<file path="src/rtl/uart_tx_if.sv">
// Byte handshake between a producer and the UART transmitter.
// The producer drives data/valid; the transmitter answers with ready.
interface uart_tx_if;
    logic [7:0] data;
    logic       valid;
    logic       ready;

    modport master (
        output data,
        output valid,
        input  ready
    );

    modport slave (
        input  data,
        input  valid,
        output ready
    );
endinterface

</file>
<file path="src/rtl/uart_tx.sv">
// UART transmitter: byte FIFO feeding a start/data/parity/stop serialiser.
// Frames run back to back while the FIFO holds bytes.
module uart_tx #(
    parameter int PARITY       = 0,
    parameter int CLKS_PER_BIT = 9,
    parameter int FIFO_DEPTH   = 4
) (
    input  logic     clk,
    input  logic     n_rst,
    uart_tx_if.slave bus,
    output logic     tx,
    output logic     busy
);
    localparam int AW = $clog2(FIFO_DEPTH);
    localparam int CW = AW + 1;
    localparam int BW = $clog2(CLKS_PER_BIT);

    localparam logic [CW-1:0] FULL      = CW'(FIFO_DEPTH);
    localparam logic [BW-1:0] BAUD_LAST = BW'(CLKS_PER_BIT - 1);

    localparam logic [2:0] IDLE  = 3'd0;
    localparam logic [2:0] START = 3'd1;
    localparam logic [2:0] DATA  = 3'd2;
    localparam logic [2:0] PAR   = 3'd3;
    localparam logic [2:0] STOP  = 3'd4;

    logic [7:0]    mem [FIFO_DEPTH];
    logic [AW-1:0] wr_ptr;
    logic [AW-1:0] rd_ptr;
    logic [CW-1:0] count;

    logic [2:0]    state;
    logic [BW-1:0] baud;
    logic [2:0]    idx;
    logic [7:0]    sr;
    logic          par;

    logic have;
    logic push;
    logic pop;
    logic bit_end;

    assign have      = (count != '0);
    assign bus.ready = (count != FULL);
    assign push      = n_rst && bus.valid && bus.ready;
    assign bit_end   = (baud == BAUD_LAST);
    // Only the registered count is consulted, so a byte is never
    // pushed and popped on the same edge.
    assign pop       = n_rst && have &&
                       ((state == IDLE) || (state == STOP && bit_end));
    assign busy      = (state != IDLE) || have;

    always_ff @(posedge clk) begin
        if (push) begin
            mem[wr_ptr] <= bus.data;
        end
    end

    always_ff @(posedge clk) begin
        if (!n_rst) begin
            wr_ptr <= '0;
            rd_ptr <= '0;
            count  <= '0;
        end else begin
            if (push) begin
                wr_ptr <= wr_ptr + 1'b1;
            end
            if (pop) begin
                rd_ptr <= rd_ptr + 1'b1;
            end
            unique case ({push, pop})
                2'b10:   count <= count + 1'b1;
                2'b01:   count <= count - 1'b1;
                default: count <= count;
            endcase
        end
    end

    always_ff @(posedge clk) begin
        if (!n_rst) begin
            state <= IDLE;
            tx    <= 1'b1;
            baud  <= '0;
            idx   <= '0;
            sr    <= '0;
            par   <= 1'b0;
        end else if (state == IDLE) begin
            if (pop) begin
                state <= START;
                tx    <= 1'b0;
                baud  <= '0;
                idx   <= '0;
                sr    <= mem[rd_ptr];
                par   <= ^mem[rd_ptr];
            end
        end else begin
            baud <= bit_end ? '0 : baud + 1'b1;
            if (bit_end) begin
                unique case (state)
                    START: begin
                        state <= DATA;
                        tx    <= sr[0];
                    end
                    DATA: begin
                        if (idx != 3'd7) begin
                            sr  <= {1'b0, sr[7:1]};
                            idx <= idx + 1'b1;
                            tx  <= sr[1];
                        end else if (PARITY != 0) begin
                            state <= PAR;
                            tx    <= par;
                        end else begin
                            state <= STOP;
                            tx    <= 1'b1;
                        end
                    end
                    PAR: begin
                        state <= STOP;
                        tx    <= 1'b1;
                    end
                    default: begin
                        if (pop) begin
                            state <= START;
                            tx    <= 1'b0;
                            idx   <= '0;
                            sr    <= mem[rd_ptr];
                            par   <= ^mem[rd_ptr];
                        end else begin
                            state <= IDLE;
                            tx    <= 1'b1;
                        end
                    end
                endcase
            end
        end
    end
endmodule

</file>
<file path="src/flat_wrapper.sv">
// flat-port wrapper written by rule: the top's interface ports become plain ports
module uart_tx_flat 
#(
    parameter int PARITY       = 0,
    parameter int CLKS_PER_BIT = 9,
    parameter int FIFO_DEPTH   = 4
)
  (clk, n_rst, tx, busy, bus_data, bus_valid, bus_ready);
  uart_tx_if bus_i ();
  input  logic clk;
  input  logic n_rst;
  output logic tx;
  output logic busy;
  input wire logic [$bits(bus_i.data)-1:0] bus_data;
  input wire logic [$bits(bus_i.valid)-1:0] bus_valid;
  output wire logic [$bits(bus_i.ready)-1:0] bus_ready;
  assign bus_i.data = bus_data;
  assign bus_i.valid = bus_valid;
  assign bus_ready = bus_i.ready;
  uart_tx #(.PARITY(PARITY), .CLKS_PER_BIT(CLKS_PER_BIT), .FIFO_DEPTH(FIFO_DEPTH)) u_core (.clk(clk), .n_rst(n_rst), .bus(bus_i), .tx(tx), .busy(busy));
endmodule
</file>
<file path="config.mk">
export PLATFORM = sky130hd
export DESIGN_NAME = uart_tx_flat
export DESIGN_NICKNAME = d
export VERILOG_FILES = /design/src/rtl/uart_tx_if.sv /design/src/rtl/uart_tx.sv /design/src/flat_wrapper.sv
export SDC_FILE = /design/constraint.sdc
export NUM_CORES = 1
export LEC_CHECK = 0
export BUFFER_PORTS_ARGS = -buffer_cell sky130_fd_sc_hd__buf_2
export CORE_ASPECT_RATIO = 1.2
export CORE_UTILIZATION = 51
export CTS_CLUSTER_SIZE = 16
export DETAILED_ROUTE_END_ITERATION = 16
export GPL_ROUTABILITY_DRIVEN = 1
export PLACE_DENSITY_LB_ADDON = 0.05
export SKIP_LAST_GASP = 1
export SYNTH_ARGS = -nofsm -noshare
export SYNTH_HDL_FRONTEND = slang
export SYNTH_SLANG_ARGS = --single-unit
</file>
<file path="constraint.sdc">
create_clock -name clk -period 5.7 [get_ports clk]
set_input_delay 1.14 -clock clk [delete_from_list [all_inputs] [get_ports clk]]
set_output_delay 1.14 -clock clk [all_outputs]
set_load 0.02 [all_outputs]
</file>
==> results of run 1 <==
==> registers in the layout (all words and copies together) (netlist names), named ones only <==
| register | flops |
|---|---|
| u_core.state | 3 |
| u_core.mem | 32 |
| u_core.tx | 1 |
| u_core.rd_ptr | 2 |
| u_core.count | 3 |
| u_core.idx | 3 |
| u_core.sr | 8 |
| u_core.baud | 4 |
| u_core.wr_ptr | 2 |
==> cells in the mapped netlist (all sizes together) <==
cell type	instances	area, µm²
o32ai	1	8.76
o221a	6	67.6
or3	3	20.0
nand3b	2	15.0
xor2	2	17.5
and2	4	25.0
a2bb2oi	1	8.76
clkbuf	4	15.0
or4	2	15.0
and3b	1	8.76
nor3	5	25.0
edfxtp	32	961
fa	1	20.0
a32oi	1	8.76
a31oi	1	6.26
ha	9	113
a21oi	15	75.1
o2111a	1	11.3
nor4	1	6.26
o31a	1	8.76
o22a	6	55.1
a22oi	1	7.51
o31ai	1	7.51
o211a	1	10.0
nor4b	1	15.0
o211ai	1	7.51
xnor2	3	26.3
clkinv	1	3.75
buf	4	20.0
nor3b	1	7.51
inv	10	37.5
nand2	8	30.0
nand3	4	20.0
nor2	17	68.8
o21ai	8	40.0
dfxtp	28	561
mux4	8	180
==> where the power goes <==
part / total (mW) / leakage (nW) / switching [mW] / internal, mW
combinational: 0.300 / 0.371 / 0.164 / 0.136
sequential: 0.568 / 0.519 / 0.0550 / 0.513
clock: 0.411 / 0.0989 / 0.168 / 0.243
==> critical path, cell delays in order (launching register included) <==
cell,delay (ns)
dfxtp_1,0.38
or3_2,0.57
nor4_1,0.35
inv_1,0.07
buf_2,0.17
==> cell type report <==
cell class,count,area [µm²]
Tap cell,58,72.6
Fill cell,368,1840
Timing Repair Buffer,13,65.1
Multi-Input combinational cell,117,936
Clock buffer,9,124
Clock inverter,7,91.3
Sequential cell,60,1520
Inverter,11,41.3
==> per-stage QoR <==
step	worst slack, ns	cells	utilization
finish	2.69	275	0.607
global route	2.51	275	0.607
CTS	2.68	275	0.607
detailed placement	2.43	259	0.561
global placement	2.54	259	0.561
floorplan	2.88	196	-
==> per-layer routing <==
layer / global-route usage / wire, µm
met2: 0.332 / 2330
met5: 0 / 0
met1: 0.254 / 1990
met3: 0.0431 / 143
met4: 0.121 / 102
==> path summary, 6_finish.rpt <==
| kind | start | end | slack (ns) | depth (start not counted) |
|---|---|---|---|---|
| worst max-delay path | u_core.state[2] | busy | 2.69 | 4 |
| worst min-delay path | u_core.sr[0] | u_core.sr[0] | 0.48 | 2 |
| worst max register to register | u_core.state[0] | u_core.count[2] | 3.12 | 8 |
| worst min register to register | u_core.sr[0] | u_core.sr[0] | 0.48 | 2 |
==> logic make-up (layout without fill, tap and decap cells) <==
kind of cell	count (synthesis)	in the layout
buf+inv	19	40
fa+ha+maj	10	10
simple gates	49	49
compound gates	45	45
mux	8	8
xor+xnor	5	5
flops	60	60
==> flow_summary_export.csv, run 1 <==
group,metric,value,unit
logic_synthesis,synth-seq-cells,60,
clock_network,hold_buffers,0,
placed_design,place_area,0.00264,mm²
logic_synthesis,synthSimpleGateAreaFrac,0.101,
clock_network,tritoncts,"done",
timing,hold_viol,0,
finish,nets,233,
die,die_h,79.2,µm
clock_network,path_clk_slew,0.07,ns
placed_design,place_hpwl,3150,µm
timing,slew_violations,0,
global_routing,grt_max_degree,20,
logic_synthesis,syn_area,0.00253,mm²
route,routedWlPerCell,16.6,µm
worst_setup_path,critPathLaunchType,"flop",
clock_network,cts_htree_levels,3,
worst_setup_path,path_max_fanout,8,
worst_setup_path,crit_required,4.56,ns
route,vias,1580,
route,via_per_inst,5.75,
die,die_w,66.3,µm
global_routing,antenna_found_initial,0,
logic_synthesis,synth_top_family_by_area,"compound AO/OA/AOI/OAI gates",
route,drt_iter0_markers,99,
logic_synthesis,syn-instance-count,196,
clock_network,cts_setup_buffers,0,
clock_network,cts-buffers-inserted,9,
power,p_leak,0.988,nW
timing,fin_crit,3.01,ns
timing,hold_ws,0.484,ns
clock_network,cts.sinks,60,
clock_network,cts.path.max_buffers,2,
route,dr.pass1.iters,4,
worst_hold_path,hold_class,"reg -> reg",
clock_network,root_buffer,"clkbuf_8",
logic_synthesis,synthMuxAreaShare,0.0711,
global_routing,grtUsageTotal,0.207,
logic_synthesis,avgSynthCellArea,12.9,µm²
route,drtAntennaViolNets,0,
job,max_cap_viol_count,0,
finish,antenna_cells,0,
logic_synthesis,yosysWarnings,0,
finish,mostFrequentLayoutCell,"edfxtp_1",
status,status,"finished, final reports clean",
global_routing,grt_pass1_vias,1572,
global_routing,grt_overflow,0,
timing,finClkSkew,0.00533,ns
die,initial_utilization,0.540,
placed_design,gp_congestion,0.797,
die,row_count,27,
timing,slew_headroom,0.548,
placed_design,port_buffers,13,
route,drc,0,
clock_network,ctsResizeCount,0,
finish,design_area,0.00285,mm²
finish,mostFrequentLayoutCells,"edfxtp_1 (32), dfxtp_1 (28), nor2_1 (15), a21oi_1 (15), buf_2 (13)",
power,ir_drop,0.262,mV
timing,finalSetupViolCount,0,
timing,worst_slew_pin_slew,0.678,ns
logic_synthesis,synth_xor_xnor_area_share,0.0173,
timing,fin_tns_setup,0,ns
die,core,0.00470,mm²
power,power_density,448,mW/mm²
worst_setup_path,cp_data_arrival_time,1.87,ns
route,routed_wl,4570,µm
worst_setup_path,path_class,"reg -> out",
timing,post-route-period-util,0.529,
timing,fmax,332,MHz
timing,rsz0062_at_grt,"no",
logic_synthesis,synth_compound_area_frac,0.127,
finish,drive_gt1_frac,0.217,
logic_synthesis,synth.distinct_cells,41,
power,finalPower,1.28,mW
logic_synthesis,synth_fa_ha_area_frac,0.0523,
logic_synthesis,synth-seq-area-share,0.600,
die,die_area,0.00525,mm²
logic_synthesis,syn-num-nets,217,
clock_network,clock_latency,0.33,ns
global_routing,grt_first_pass_wirelength,7570,µm
die,top_level_ports,14,
finish,syn2layout_area_growth,12.5,%
worst_setup_path,crit_path_end_kind,"output port",
Power figures use the tool's default switching activity.
==> inputs of run 2 (changes only) <==
- ABC_AREA: default -> 1
- clock period: 5.7 -> 3.1 ns (I/O delays scaled with it)
==> run 2 against run 1 <==
  * Clock power rose by 79%
  * Final area increased by 6.8%
  * Flip-flop and latch count is the same
  * Area after synthesis rose by 6.7%
  * Global-route usage shrank 1.3 points
  * Hold slack worse by 0.017 ns
  * Utilization is essentially flat
  * Final cell count rose by 40%
  * Register-to-register slack lost 2.4 ns
  * Critical path depth increased by 9
  * Via count up 19%
  * Critical endpoint is now u_core.count[2]
  * Highest routed layer unchanged
==> flow_summary_export.csv, run 2 <==
group,metric,value,unit
status,status,"finished, final reports clean",
worst_setup_path,rr_worst_depth,13,
job,max_cap_viol_count,0,
finish,largest_reg_flops,32,
route,vias,1879,
worst_setup_path,crit_chain,"inv_1 > ha_1 > nand3_1 > nand2_8 > inv_4 > nor2_4 > ha_1 > inv_1 > fa_1 > a21oi_1 > o21ai_0 > o21ai_0 > a21oi_1",
timing,rsz0062_at_grt,"no",
clock_network,path_clk_slew,0.07,ns
logic_synthesis,synth-edff-count,32,
route,routed_wl,4740,µm
finish,design_area,0.00304,mm²
route,drtAntennaViolNets,0,
die,die_area,0.00560,mm²
die,die_h,81.8,µm
clock_network,clock_latency,0.33,ns
route,drt_iter0_markers,67,
placed_design,port_buffers,13,
clock_network,root_buffer,"clkbuf_8",
global_routing,grt_max_degree,18,
die,initial_utilization,0.540,
placed_design,gp_congestion,0.790,
global_routing,antenna_found_initial,0,
logic_synthesis,synth_commonest_cells,"nand2_1 (85), edfxtp_1 (32), nand3_1 (29)",
global_routing,grt_first_pass_wirelength,7580,µm
timing,finClkSkew,0.00885,ns
clock_network,cts_htree_levels,3,
finish,antenna_cells,0,
die,row_count,28,
finish,syn2layout_area_growth,12.6,%
die,die_w,68.5,µm
worst_hold_path,hold-path-cell-count,2,
logic_synthesis,yosysTopAreaCell,"edfxtp_1",
worst_setup_path,crit_path_end_kind,"flop",
timing,slew_headroom,0.614,
timing,slew_violations,0,
logic_synthesis,synth_area_leaders,"edfxtp_1 (36%), dfxtp_1 (21%), nand2_1 (12%)",
timing,post-route-period-util,0.761,
clock_network,ctsResizeCount,0,
power,ir_drop,0.405,mV
clock_network,cts_setup_buffers,0,
finish,mostFrequentLayoutCells,"nand2_1 (85), edfxtp_1 (32), nand3_1 (29), inv_1 (28), dfxtp_1 (28)",
logic_synthesis,synthArstFlopShare,0,
worst_setup_path,path_class,"reg -> reg",
die,core,0.00501,mm²
logic_synthesis,yosysWarnings,0,
finish,drive_gt1_frac,0.145,
route,routedWlPerCell,12.3,µm
clock_network,cts.path.max_buffers,2,
clock_network,cts-buffers-inserted,9,
logic_synthesis,synth-seq-cells,60,
clock_network,cts.sinks,60,
global_routing,grtUsageTotal,0.194,
logic_synthesis,synth-seq-area-share,0.563,
placed_design,place_hpwl,3290,µm
timing,finalSetupViolCount,0,
power,power_density,888,mW/mm²
power,p_leak,1.23,nW
logic_synthesis,synth_ff_type,"edfxtp_1",
clock_network,hold_buffers,0,
logic_synthesis,synth.most_common_cell,"nand2_1",
finish,finalNonFillerCells,385,
worst_setup_path,crit_required,3.32,ns
global_routing,grt_overflow,0,
route,dr.pass1.iters,4,
global_routing,grt_pass1_vias,1747,
logic_synthesis,syn-instance-count,299,
logic_synthesis,synth.distinct_cells,25,
timing,worst_slew_pin_slew,0.578,ns
worst_setup_path,path_max_fanout,11,
logic_synthesis,syn-num-nets,320,
worst_setup_path,critPathLaunchType,"flop",
worst_setup_path,cp_slowest_cell,"fa_1",
die,top_level_ports,14,
finish,regMostFlops,"u_core.mem",
clock_network,tritoncts,"done",
finish,mostFrequentLayoutCell,"nand2_1",
placed_design,place_inst,369,
finish,top_regs,"u_core.mem (32), u_core.sr (8), u_core.baud (4)",
logic_synthesis,avgSynthCellArea,9.04,µm²
logic_synthesis,syn_area,0.00270,mm²
logic_synthesis,synth.top_cell.area_share,0.355,
timing,fin_tns_setup,0,ns
timing,hold_viol,0,
worst_setup_path,cp_data_arrival_time,2.58,ns
route,drc,0,
worst_hold_path,hold_class,"reg -> reg",
timing,fmax,424,MHz
timing,fin_crit,2.36,ns
placed_design,place_area,0.00284,mm²
worst_setup_path,max_stage_delay,0.37,ns
route,via_per_inst,4.88,
finish,nets,341,
run 2: cell type report:
class / count / area (µm²)
fill: 442 / 1970
sequential: 60 / 1520
multi-input combinational: 202 / 1030
clock buffer: 10 / 128
inverter: 29 / 111
timing repair buffer: 18 / 103
clock inverter: 6 / 78.8
tap: 60 / 75.1
run 2: layer usage:
| layer | global-route usage | vias to the layer above | part of all wire |
|---|---|---|---|
| met5 | 0 | - | 0 |
| met4 | 0.119 | 0 | 0.017 |
| met3 | 0.0375 | 7 | 0.020 |
| met2 | 0.339 | 20 | 0.50 |
| met1 | 0.211 | 840 | 0.46 |
| li1 | - | 1012 | - |
run 2: worst max-delay path, delay by kind of cell (launching register included):
| family | cells | cell delay (ns) |
|---|---|---|
| AOI/OAI and AO/OA | 4 | 0.46 |
| buffers and inverters | 3 | 0.19 |
| adders and majority gates | 3 | 0.69 |
| DFF | 1 | 0.34 |
| and+or+nand+nor | 3 | 0.56 |
run 2: logic make-up (layout without fill, tap and decap cells):
family	after synthesis	after routing	share of synthesized area
AO/OA/AOI/OAI	32	32	0.0606
adder cells (fa/ha/maj)	10	10	0.0491
XOR/XNOR	4	4	0.0130
AND/OR/NAND/NOR	156	156	0.257
flip-flops	60	60	0.563
buffers and inverters	37	63	0.0574
run 2: metrics by stage:
stage / total power [mW] / hold slack [ns] / setup WS, ns / utilization
3_5_place_dp: 1.99 / 0.458 / 0.686 / 0.566
5_1_grt: 2.91 / 0.493 / 0.464 / 0.608
4_1_cts: 2.73 / 0.470 / 0.729 / 0.608
2_1_floorplan: 1.80 / 0.432 / 0.871 / -
6_report: 2.70 / 0.466 / 0.741 / 0.608
3_3_place_gp: 1.98 / 0.452 / 0.761 / 0.566
run 2: worst paths after layout:
check	start	slack (ns)	to
setup / recovery	u_core.baud[0]	0.74	u_core.count[2]
hold / removal	u_core.tx	0.47	u_core.tx
setup reg to reg	u_core.baud[0]	0.74	u_core.count[2]
hold reg to reg	u_core.tx	0.47	u_core.tx
run 2: report_power, final:
part,internal [mW],total (mW),switching [mW]
combinational,0.299,0.891,0.593
sequential,0.965,1.08,0.112
clock,0.446,0.735,0.290
